<file path="config.mk">
export PLATFORM = sky130hd
export DESIGN_NAME = mem_bist_ctrl
export DESIGN_NICKNAME = d
export VERILOG_FILES = /design/src/rtl/mem_bist_ctrl.sv
export SDC_FILE = /design/constraint.sdc
export NUM_CORES = 1
export LEC_CHECK = 0
export CELL_PAD_IN_SITES_DETAIL_PLACEMENT = 0
export CELL_PAD_IN_SITES_GLOBAL_PLACEMENT = 2
export CORE_MARGIN = 2
export CORE_UTILIZATION = 30
export DETAILED_ROUTE_END_ITERATION = 12
export HOLD_SLACK_MARGIN = 0.15
export PLACE_DENSITY = 0.85
export SETUP_SLACK_MARGIN = 0.02
export SLEW_MARGIN = 20
export SYNTH_ARGS = -nofsm -noshare
export SYNTH_HDL_FRONTEND = slang
export SYNTH_SLANG_ARGS = --single-unit
</file>
<file path="constraint.sdc">
create_clock -name clk -period 3.5 [get_ports clk]
set_clock_uncertainty 0.1 [all_clocks]
set_input_delay 0.35 -clock clk [delete_from_list [all_inputs] [get_ports clk]]
set_output_delay 0.35 -clock clk [all_outputs]
set_load 0.02 [all_outputs]
</file>
<file path="src/rtl/mem_bist_ctrl.sv">
// mem_bist_ctrl: write/read-back BIST engine for a single-port RAM with a 1-cycle registered read.
// Optional build macro MEM_BIST_INV_PASS_EN adds a second pass using the inverted address pattern.
module mem_bist_ctrl #(
    parameter int                ADDR_W = 10,
    parameter int                DATA_W = 32,
    parameter int                DEPTH  = 1024,
    parameter logic [DATA_W-1:0] SEED   = 32'hA5A5_0000
) (
    input  logic              clk,
    input  logic              rst,
    input  logic              start,
    output logic              mem_we,
    output logic [ADDR_W-1:0] mem_addr,
    output logic [DATA_W-1:0] mem_din,
    input  logic [DATA_W-1:0] mem_dout,
    output logic              busy,
    output logic              done,
    output logic              pass,
    output logic [15:0]       err_count,
    output logic [ADDR_W-1:0] fail_addr,
    output logic [DATA_W-1:0] fail_data
);

    typedef enum logic [2:0] {
        ST_IDLE = 3'd0,
        ST_WR0  = 3'd1,
        ST_RD0  = 3'd2,
        ST_DRN0 = 3'd3,
        ST_WR1  = 3'd4,
        ST_RD1  = 3'd5,
        ST_DRN1 = 3'd6,
        ST_DONE = 3'd7
    } state_t;

    localparam logic [ADDR_W-1:0] LAST_ADDR = ADDR_W'(DEPTH - 1);
    localparam logic [ADDR_W-1:0] ZERO_ADDR = {ADDR_W{1'b0}};
    localparam logic [DATA_W-1:0] ZERO_DATA = {DATA_W{1'b0}};

    function automatic logic [DATA_W-1:0] pattern(input logic [ADDR_W-1:0] a, input logic inv);
        logic [DATA_W-1:0] p;
        p = SEED + DATA_W'(a);
        return inv ? ~p : p;
    endfunction

    state_t              state_q, state_d;
    logic [ADDR_W-1:0]   addr_q, addr_d;
    logic                we_q, we_d;
    logic                rd_q, rd_d;
    logic [ADDR_W-1:0]   maddr_q, maddr_d;
    logic [DATA_W-1:0]   din_q, din_d;
    logic [DATA_W-1:0]   exp_q, exp_d;
    logic                cmp_vld_q;
    logic [ADDR_W-1:0]   cmp_addr_q;
    logic [DATA_W-1:0]   cmp_exp_q;
    logic                busy_q, busy_d;
    logic                done_q, done_d;
    logic                pass_q, pass_d;
    logic [15:0]         err_q, err_d;
    logic [ADDR_W-1:0]   faddr_q, faddr_d;
    logic [DATA_W-1:0]   fdata_q, fdata_d;
    logic                start_acc;
    logic                mismatch;
    logic                inv_pass;

    // Sequencer: walks the address counter through each write, read and drain phase.
    always_comb begin
        state_d   = state_q;
        addr_d    = addr_q;
        start_acc = 1'b0;
        case (state_q)
            ST_IDLE, ST_DONE: begin
                if (start) begin
                    start_acc = 1'b1;
                    state_d   = ST_WR0;
                    addr_d    = ZERO_ADDR;
                end else begin
                    state_d   = state_q;
                end
            end
            ST_WR0: begin
                if (addr_q == LAST_ADDR) begin
                    state_d = ST_RD0;
                    addr_d  = ZERO_ADDR;
                end else begin
                    addr_d  = addr_q + ADDR_W'(1);
                end
            end
            ST_RD0: begin
                if (addr_q == LAST_ADDR) begin
                    state_d = ST_DRN0;
                    addr_d  = ZERO_ADDR;
                end else begin
                    addr_d  = addr_q + ADDR_W'(1);
                end
            end
`ifdef MEM_BIST_INV_PASS_EN
            ST_DRN0: state_d = ST_WR1;
            ST_WR1: begin
                if (addr_q == LAST_ADDR) begin
                    state_d = ST_RD1;
                    addr_d  = ZERO_ADDR;
                end else begin
                    addr_d  = addr_q + ADDR_W'(1);
                end
            end
            ST_RD1: begin
                if (addr_q == LAST_ADDR) begin
                    state_d = ST_DRN1;
                    addr_d  = ZERO_ADDR;
                end else begin
                    addr_d  = addr_q + ADDR_W'(1);
                end
            end
            ST_DRN1: state_d = ST_DONE;
`else
            ST_DRN0: state_d = ST_DONE;
`endif
            default: begin
                state_d = ST_IDLE;
                addr_d  = ZERO_ADDR;
            end
        endcase
    end

    // RAM port is registered from the next state so each access leaves on the edge that enters it.
    always_comb begin
        we_d     = 1'b0;
        rd_d     = 1'b0;
        maddr_d  = ZERO_ADDR;
        din_d    = ZERO_DATA;
        exp_d    = ZERO_DATA;
        inv_pass = 1'b0;
`ifdef MEM_BIST_INV_PASS_EN
        if (state_d == ST_WR1 || state_d == ST_RD1) begin
            inv_pass = 1'b1;
        end else begin
            inv_pass = 1'b0;
        end
`endif
        case (state_d)
            ST_WR0, ST_WR1: begin
                we_d    = 1'b1;
                maddr_d = addr_d;
                din_d   = pattern(addr_d, inv_pass);
            end
            ST_RD0, ST_RD1: begin
                rd_d    = 1'b1;
                maddr_d = addr_d;
                exp_d   = pattern(addr_d, inv_pass);
            end
            default: begin
                we_d    = 1'b0;
                rd_d    = 1'b0;
            end
        endcase
    end

    // Result bookkeeping; pass is judged on the count that includes the final drain compare.
    always_comb begin
        err_d    = err_q;
        faddr_d  = faddr_q;
        fdata_d  = fdata_q;
        mismatch = cmp_vld_q && (mem_dout != cmp_exp_q);
        if (start_acc) begin
            err_d   = 16'd0;
            faddr_d = ZERO_ADDR;
            fdata_d = ZERO_DATA;
        end else if (mismatch) begin
            if (err_q != 16'hFFFF) begin
                err_d = err_q + 16'd1;
            end else begin
                err_d = err_q;
            end
            if (err_q == 16'd0) begin
                faddr_d = cmp_addr_q;
                fdata_d = mem_dout;
            end else begin
                faddr_d = faddr_q;
                fdata_d = fdata_q;
            end
        end else begin
            err_d = err_q;
        end
        busy_d = !(state_d == ST_IDLE || state_d == ST_DONE);
        done_d = (state_d == ST_DONE);
        if (state_d == ST_DONE && state_q != ST_DONE) begin
            pass_d = (err_d == 16'd0);
        end else if (state_d == ST_DONE) begin
            pass_d = pass_q;
        end else begin
            pass_d = 1'b0;
        end
    end

    // State register and address counter.
    always_ff @(posedge clk) begin
        if (rst) begin
            state_q <= ST_IDLE;
            addr_q  <= ZERO_ADDR;
        end else begin
            state_q <= state_d;
            addr_q  <= addr_d;
        end
    end

    // Registered RAM port, one-deep compare pipeline and result registers.
    always_ff @(posedge clk) begin
        if (rst) begin
            we_q       <= 1'b0;
            rd_q       <= 1'b0;
            maddr_q    <= ZERO_ADDR;
            din_q      <= ZERO_DATA;
            exp_q      <= ZERO_DATA;
            cmp_vld_q  <= 1'b0;
            cmp_addr_q <= ZERO_ADDR;
            cmp_exp_q  <= ZERO_DATA;
            busy_q     <= 1'b0;
            done_q     <= 1'b0;
            pass_q     <= 1'b0;
            err_q      <= 16'd0;
            faddr_q    <= ZERO_ADDR;
            fdata_q    <= ZERO_DATA;
        end else begin
            we_q       <= we_d;
            rd_q       <= rd_d;
            maddr_q    <= maddr_d;
            din_q      <= din_d;
            exp_q      <= exp_d;
            cmp_vld_q  <= rd_q;
            cmp_addr_q <= maddr_q;
            cmp_exp_q  <= exp_q;
            busy_q     <= busy_d;
            done_q     <= done_d;
            pass_q     <= pass_d;
            err_q      <= err_d;
            faddr_q    <= faddr_d;
            fdata_q    <= fdata_d;
        end
    end

    assign mem_we    = we_q;
    assign mem_addr  = maddr_q;
    assign mem_din   = din_q;
    assign busy      = busy_q;
    assign done      = done_q;
    assign pass      = pass_q;
    assign err_count = err_q;
    assign fail_addr = faddr_q;
    assign fail_data = fdata_q;

endmodule

</file>
# == After elaboration in Yosys (flattened, before gate mapping) ==
# Cells that the tools add are included.
# totals
ff_bits,193
in_bits,35
output_inout_bits,104
elab_cells,70
# classes
addsub,3
n_eq_ne,14
n_mux,16
bitwise,3
n_reduce_logical,18
# ops
op,n
$mux W16,3
$add A32 B10 Y32 const A,1
$logic_not A16 Y1,2
$ne A32 B32 Y1,1
$pmux W10 S3,1
$mux W10,2
$add A16 B1 Y16 const B,1
$ne A16 B16 Y1 const B,1
$reduce_or A2 Y1,8
$eq A3 B3 Y1 const B,4
$pmux W3 S4,1
$add A10 B1 Y10 const B,1
$eq A10 B10 Y1 const B,1
$eq A3 B2 Y1 const B,3
$mux W3,3
$eq A3 B1 Y1 const B,2
$logic_not A3 Y1,2
$mux W1,6
$reduce_or A4 Y1,1
$ne A3 B3 Y1 const B,1
$not A1 Y1,3
$logic_and A1 B1 Y1,2
$ne A2 B1 Y1 const B,1
$reduce_and A2 Y1,1
other kinds (2),2

# == Logic depth before layout (Yosys ltp) ==
# Gate-level depths: netlist of the first run.
# depth
depth_word,7
ltp_mapped,10
ltp_nobuf,9

# == Worst setup path before layout of the first run ==
# OpenSTA, ideal clock, no wires.
# synth_timing
path_type,register -> register
from,"register err_q[0], in the netlist err_count[0]"
to,"register pass_q, in the netlist pass"
setup_ns,0.069
arrival_ns,2.280
required_time_ns,3.331
setup_slack_ns,1.051
stages_incl_launch_ff,10
n_path_buf,0
period_less_slack_ns,2.449
path_cell_list,dfxtp_1 -> ha_1 -> and4_1 -> nand2_1 -> or3_1 -> nor2b_1 -> a211o_1 -> nand3_1 -> o2111ai_1 -> o21ai_1
# synth_via
elab_chain_len,6
elab_cells_between_ends,7
classes_between,1 x add/sub; 1 x eq/ne; 4 x mux; 1 x reduce/logical
# synth_rtl
item,line_no,text
"start, declared",58,"logic [15:0] err_q, err_d;"
"start signal, assigned",235,err_q <= err_d;
$add A16 B1 Y16 / $ne A16 B16 Y1 (equally long branches),"170, 169",
$mux W16,169,if (err_q != 16'hFFFF) begin
$mux W16 *,168,end else if (mismatch) begin
$mux W16 *,164,if (start_acc) begin
$logic_not A16 Y1 *,187,pass_d = (err_d == 16'd0);
$mux W1 *,186,if (state_d == ST_DONE && state_q != ST_DONE) begin
"end signal, assigned",234,pass_q <= pass_d;
"end, declared",57,"logic pass_q, pass_d;"
# Mark *: on every way between the ends. The rest lies on a longest branch, timed or not.
# A chain may end at the register's enable or synchronous reset.

# == Final worst setup path of the first run ==
# Same ends and word-level chain as after synthesis.

==> impl_results.md, run 1 <==
* Clock tree buffer depth at 2
* PwrDens at 485 mW/mm2
* Die Area at 0.0181 mm2
* CTS root buf: clkbuf_16
* Port buffer count at 124
* Max-slew violations at 0
* Core Region at 0.0166 mm2
* Initial core utilization at 0.308
* Pwr Total at 0.00341 W
* Largest net degree at the start of global routing at 50
* Least-Margin Pin Slew at 0.670 ns
* Leakage at 2.49 nW
* WL/cell at 13.9 um
* Num rows at 47
* First-pass GRT wire length at 20900 um
* Worst vdd ir at 0.345 mV
* # clock sinks at 130
* Seq cells post-synth at 130
* Startpoint type of the worst setup path: flop
* Mean Syn Cell Area at 8.52 um2
* Post-route ant nets at 0
* Clock Latency Late Sink at 0.41 ns
* Max Freq at 364 MHz
* GRT overflow at 0
* Synth-to-layout area growth at 37.9%
* Syn. warnings at 0
* Via count at 4298
* Number of buffers created by CTS at 17
* WP data required at 3.74 ns
* Via density at 4.57
* DRC errors left at 0
* Post-DP HPWL at 9340 um
* DIE HEIGHT at 134 um
* Critical Path AT at 2.98 ns
* Synth unique cells at 49
* Post-cts sizing count at 0
* Outcome: complete, no violations
* Tot GR Track Use at 0.146
* Period utilization at 0.784
* Clk slew on worst S/H paths at 0.05 ns
* Worst R2R Path Depth at 9
* Nets at 745
* Gpl congestion at 0.855
* Synthesized area at 0.00511 mm2
* Crit end category: flop
* Mapped Cells at 599
* DIE WIDTH at 134 um
* Sequential-to-total area share from yosys stat at 0.510
* Synth Flop Type: dfxtp_1
* Min-Delay Path Class: reg2reg
* Post-synth EDFFs at 0
* Slew margin rel. at 0.552
* # placed instances at 908
* Asr flop ratio synth at 0
* Final non-filler cell total at 940
* Dpl ws at 0.398 ns
* Initial antenna violation count at 0
* I/O pins at 139
* Fin crit period at 2.74 ns
* Hold Path Stages at 1
* Post-CTS setup buffer count at 0
* Crit-path max FO at 16
* Critical path type: reg2reg
* Final-report hold violation count at 0
* Pre-antenna DRT Iters at 4
* Worst Slack Setup Final at 0.756 ns
* Post-CTS Hold Fix Bufs at 0
* Max cap viols at 0
* N_diodes at 0
* Vias in the first global route at 4075
* H-tree depth at 4
* Final wirelength at 13000 um
* CTS tree: built
* Total negative slack at 0 ns
* Unrepaired setup endpoints after global routing: false
* Detailed Route Iter0 Violations at 162
* Final setup fails at 0
* Share of cells above drive strength 1 at 0.0625
## Yosys cell counts (3+ instances only)
cell,count,share of area
nor4_1,7,0.0086
inv_1,9,0.0066
nor2b_1,23,0.028
o21ai_0,13,0.013
nor3b_1,4,0.0059
ha_1,3,0.0074
nand2_1,108,0.079
nor2_1,73,0.054
buf_2,8,0.0078
and4_1,5,0.0086
mux2i_1,9,0.018
nand3_1,15,0.015
clkbuf_1,23,0.017
xor2_1,7,0.012
dfxtp_1,130,0.51
buf_4,21,0.031
and2_1,4,0.0049
nand2b_1,6,0.0074
xnor2_1,14,0.024
nor3_1,3,0.0029
nand4_1,10,0.012
a22oi_1,5,0.0074
a21oi_1,54,0.053
a211o_1,3,0.0051
and3_1,12,0.015
## area by class of cell
| type | instances | area, um2 |
|---|---|---|
| sequential | 130 | 2600 |
| clock inverter | 11 | 128 |
| fill | 1659 | 9540 |
| inverter | 9 | 33.8 |
| clock buffer | 21 | 470 |
| multi-input combinational | 420 | 2240 |
| tap | 220 | 275 |
| timing repair buffer | 129 | 1290 |
## layer usage
layer	vias up	routed length, um	global-route usage
met2	134	5870	0.223
met3	10	727	0.0477
met5	-	0	0
met4	0	120	0.0474
li1	2187	-	-
met1	1967	6330	0.195
## flip-flops by register name, indices dropped and copies added, names as in the netlist
| signal | cells |
|---|---|
| fail_data | 32 |
| err_count | 16 |
| cmp_exp_q | 11 |
| exp_q | 11 |
| mem_din | 11 |
| addr_q | 10 |
| cmp_addr_q | 10 |
| fail_addr | 10 |
| mem_addr | 10 |
| state_q | 3 |
| busy | 1 |
| cmp_vld_q | 1 |
| done | 1 |
| mem_we | 1 |
| pass | 1 |
| rd_q | 1 |
## cell usage in the layout, fill, tap and decap left out, types with 5 or more instances in the layout
cell type and count:
a21oi_1 54, a22oi_1 5, and3_1 12, and4_1 5, clkbuf_16 17, clkdlybuf4s50_1 124, conb_1 14, dfxtp_1 130
inv_1 9, mux2i_1 9, nand2_1 108, nand2b_1 5, nand3_1 14, nand4_1 10, nor2_1 73, nor2b_1 23
nor4_1 7, o21ai_0 13, xnor2_1 14, xor2_1 7
## final timing paths
check,slack [ns],startpoint,end
setup / recovery,0.76,err_count[0]$_SDFF_PP0_,pass$_SDFFE_PP0P_
hold / removal,0.34,exp_q[3]$_SDFF_PP0_,cmp_exp_q[3]$_SDFF_PP0_
setup reg to reg,0.76,err_count[0]$_SDFF_PP0_,pass$_SDFFE_PP0P_
hold reg to reg,0.34,exp_q[3]$_SDFF_PP0_,cmp_exp_q[3]$_SDFF_PP0_
## stage by stage
stage | hold WS (ns) | util | area [um2]
after floorplan | 0.314 | - | 5150
after global placement | 0.326 | 0.388 | 6440
after detailed placement | 0.327 | 0.388 | 6440
after CTS | 0.341 | 0.424 | 7040
after global routing | 0.358 | 0.424 | 7040
final | 0.335 | 0.424 | 7040
## where the power goes
group | switching (W) | internal [W] | total [W]
Sequential | 0.00000640 | 0.00149 | 0.00149
Clock | 0.000640 | 0.00111 | 0.00175
Combinational | 0.000100 | 0.0000724 | 0.000173
Total | 0.000747 | 0.00267 | 0.00341
## worst max-delay path, stage by stage, from the launching register on
cell and delay (ns):
dfxtp_1 0.48, ha_1 0.27, and4_1 0.24, nand2_1 0.15, o31ai_1 0.41, a21oi_2 0.21
or4_1 0.46, nand3_1 0.10, a41oi_1 0.11, o21ai_1 0.13
## kinds of logic after synthesis
logic type                 count (synthesis)  synth area share
AOI/OAI and AO/OA                         93             0.106
xor gates and xnor gates                  21            0.0360
adders and majority gates                  3           0.00735
buffers and inverters                     62            0.0630
DFF                                      130             0.510
muxes                                      9            0.0176
other                                      1          0.000734
and+or+nand+nor                          280             0.260
No activity file was read; power rests on OpenSTA's default activity.
==> run 2: changes to the inputs <==
- CORE_UTILIZATION: 30 -> 25
- PLACE_DENSITY: 0.85 -> 0.75
- clock period: 3.5 -> 2.5 ns (I/O delays scaled with it)
==> run 2 against run 1 <==
Register-to-register slack lost 0.65 ns. Final cell count rose by 8.9%. Power up 46%. Via count grew 3.5%. Critical endpoint unchanged.
==> impl_results.md, run 2 (synthesized netlist as in run 1, its figures left out) <==
* Outcome: complete, no violations
* N_diodes at 0
* Max-slew violations at 0
* Min-Delay Path Class: in2reg
* PwrDens at 667 mW/mm2
* Num rows at 52
* Tot GR Track Use at 0.134
* Critical path type: in2reg
* Number of buffers created by CTS at 17
* Max Freq at 417 MHz
* Startpoint type of the worst setup path: input port
* FF-to-FF Start: err_count[1]$_SDFF_PP0_
* Hold path startpoint: mem_dout[14]
* Max cap viols at 0
* Worst Slack Setup Final at 0.101 ns
* DRC errors left at 0
* CTS tree: built
* Largest net degree at the start of global routing at 48
* First-pass GRT wire length at 23100 um
* I/O pins at 139
* FILL cells at 2067
* Power Internal at 0.00387 W
* Critical Path AT at 2.64 ns
* Unrepaired setup endpoints after global routing: true
* Final instance area at 0.00746 mm2
* Post-DP HPWL at 10300 um
* Clock tree buffer depth at 2
* Initial core utilization at 0.253
* DIE WIDTH at 147 um
* Synth-to-layout area growth at 46.2%
* Vias in the first global route at 4367
* WL/cell at 13.9 um
* Share of cells above drive strength 1 at 0.118
* Area after DPL at 0.00678 mm2
* # clock sinks at 130
* Crit-path max FO at 4
* Final setup fails at 0
* Die Area at 0.0216 mm2
* Pre-antenna DRT Iters at 4
* Final-report hold violation count at 0
* Commonest non-fill, non-tap cell in the layout: dfxtp_1
* Detailed Route Iter0 Violations at 182
* WP data required at 2.74 ns
* Commonest non-fill, non-tap cells in the layout: dfxtp_1 (130), clkdlybuf4s50_1 (124), nand2_1 (108)
* H-tree depth at 4
* Leakage at 2.69 nW
* Dpl ws at -0.337 ns
* Core Region at 0.0202 mm2
* Max incr delay on CP at 0.46 ns
* Crit end category: flop
* Via count at 4448
* Fin crit period at 2.40 ns
* Port buffer count at 124
* Final wirelength at 14200 um
* Slew margin rel. at 0.657
* Clock Latency Late Sink at 0.42 ns
* Period utilization at 0.960
* Via density at 4.34
* Initial antenna violation count at 0
* Cells along the critical path: clkdlybuf4s50_1 -> and4_1 -> mux2i_1 -> nor4_2 -> buf_4 -> buf_4 -> a211oi_1 -> mux2i_1 -> and3_1 -> a41oi_1 -> o21ai_1
* Switching share of power at 0.222
* Sequential Power Share at 0.420
* Clk slew on worst S/H paths at 0.06 ns
* Gpl congestion at 0.837
* Nets at 779
* Post-route ant nets at 0
* Critical path's slowest cell: clkdlybuf4s50_1
* Comb pwr share at 0.052
* Least-Margin Pin Slew at 0.502 ns
* Total negative slack at 0 ns
* Clock power frac at 0.528
* DIE HEIGHT at 147 um
* NetSw at 0.00111 W
* CTS root buf: clkbuf_16
* Setup crit start: mem_dout[31]
* Worst vdd ir at 0.508 mV
* GRT overflow at 0
* Largest register FFs at 32
==> run 2: cell types whose count changed in the layout (fill, tap and decap cells not counted), sizes merged <==
cell and delta:
buf +34, bufinv +2, clkbuf -4, inv +1, clkinvlp -1, clkinv +2
==> run 2: repair_timing <==
item | in CTS | in global routing
buffers inserted | 0 | 1
hold buffers | 0 | 0
endpoints found under the setup margin | 0 | 16
gates resized for setup | 0 | 9
==> run 2: final cells by class <==
class / instances / area, um2 / share of cell area
Clock buffer: 17 / 425 / 0.0570
Clock inverter: 15 / 206 / 0.0277
Inverter: 9 / 33.8 / 0.00453
Multi-Input combinational cell: 420 / 2290 / 0.306
Sequential cell: 130 / 2600 / 0.349
Tap cell: 270 / 338 / 0.0453
Timing Repair Buffer: 163 / 1570 / 0.211
==> run 2: per-layer routing <==
metal | GRT usage | wire (um) | share of wire
met1 | 0.174 | 6700 | 0.47
met2 | 0.212 | 6570 | 0.46
met3 | 0.0432 | 711 | 0.050
met4 | 0.0452 | 201 | 0.014
met5 | 0 | 0 | 0
==> run 2: worst max-delay path: cells and delay by family <==
family,cells,cell delay (ns)
AND/OR/NAND/NOR,3,0.53
AO/OA/AOI/OAI,3,0.60
multiplexers,2,0.50
buffers and inverters,3,0.76
==> run 2: worst paths after layout <==
| path | to | slack (ns) | cells past startpoint |
|---|---|---|---|
| worst max-delay path | pass$_SDFFE_PP0P_ | 0.10 | 11 |
| worst min-delay path | fail_data[14]$_SDFFE_PP0P_ | 0.33 | 3 |
| worst min register to register | cmp_exp_q[7]$_SDFF_PP0_ | 0.33 | 1 |
| worst max register to register | pass$_SDFFE_PP0P_ | 0.11 | 9 |
==> run 2: power groups by stage <==
| stage | Combinational, W | Sequential, W | Clock (W) |
|---|---|---|---|
| after floorplan | 0.000144 | 0.00214 | 0 |
| after global placement | 0.000253 | 0.00214 | 0 |
| after detailed placement | 0.000256 | 0.00214 | 0 |
| after CTS | 0.000257 | 0.00209 | 0.00270 |
| after global routing | 0.000279 | 0.00209 | 0.00279 |
| final | 0.000258 | 0.00209 | 0.00263 |
==> run 2: per-stage QoR <==
step	cells	hold slack, ns	utilization	power (W)
CTS	1023	0.306	0.367	0.00505
finish	1024	0.327	0.370	0.00498
global route	1024	0.315	0.370	0.00517
floorplan	612	0.290	-	0.00228
global placement	991	0.328	0.336	0.00239
detailed placement	991	0.326	0.336	0.00239
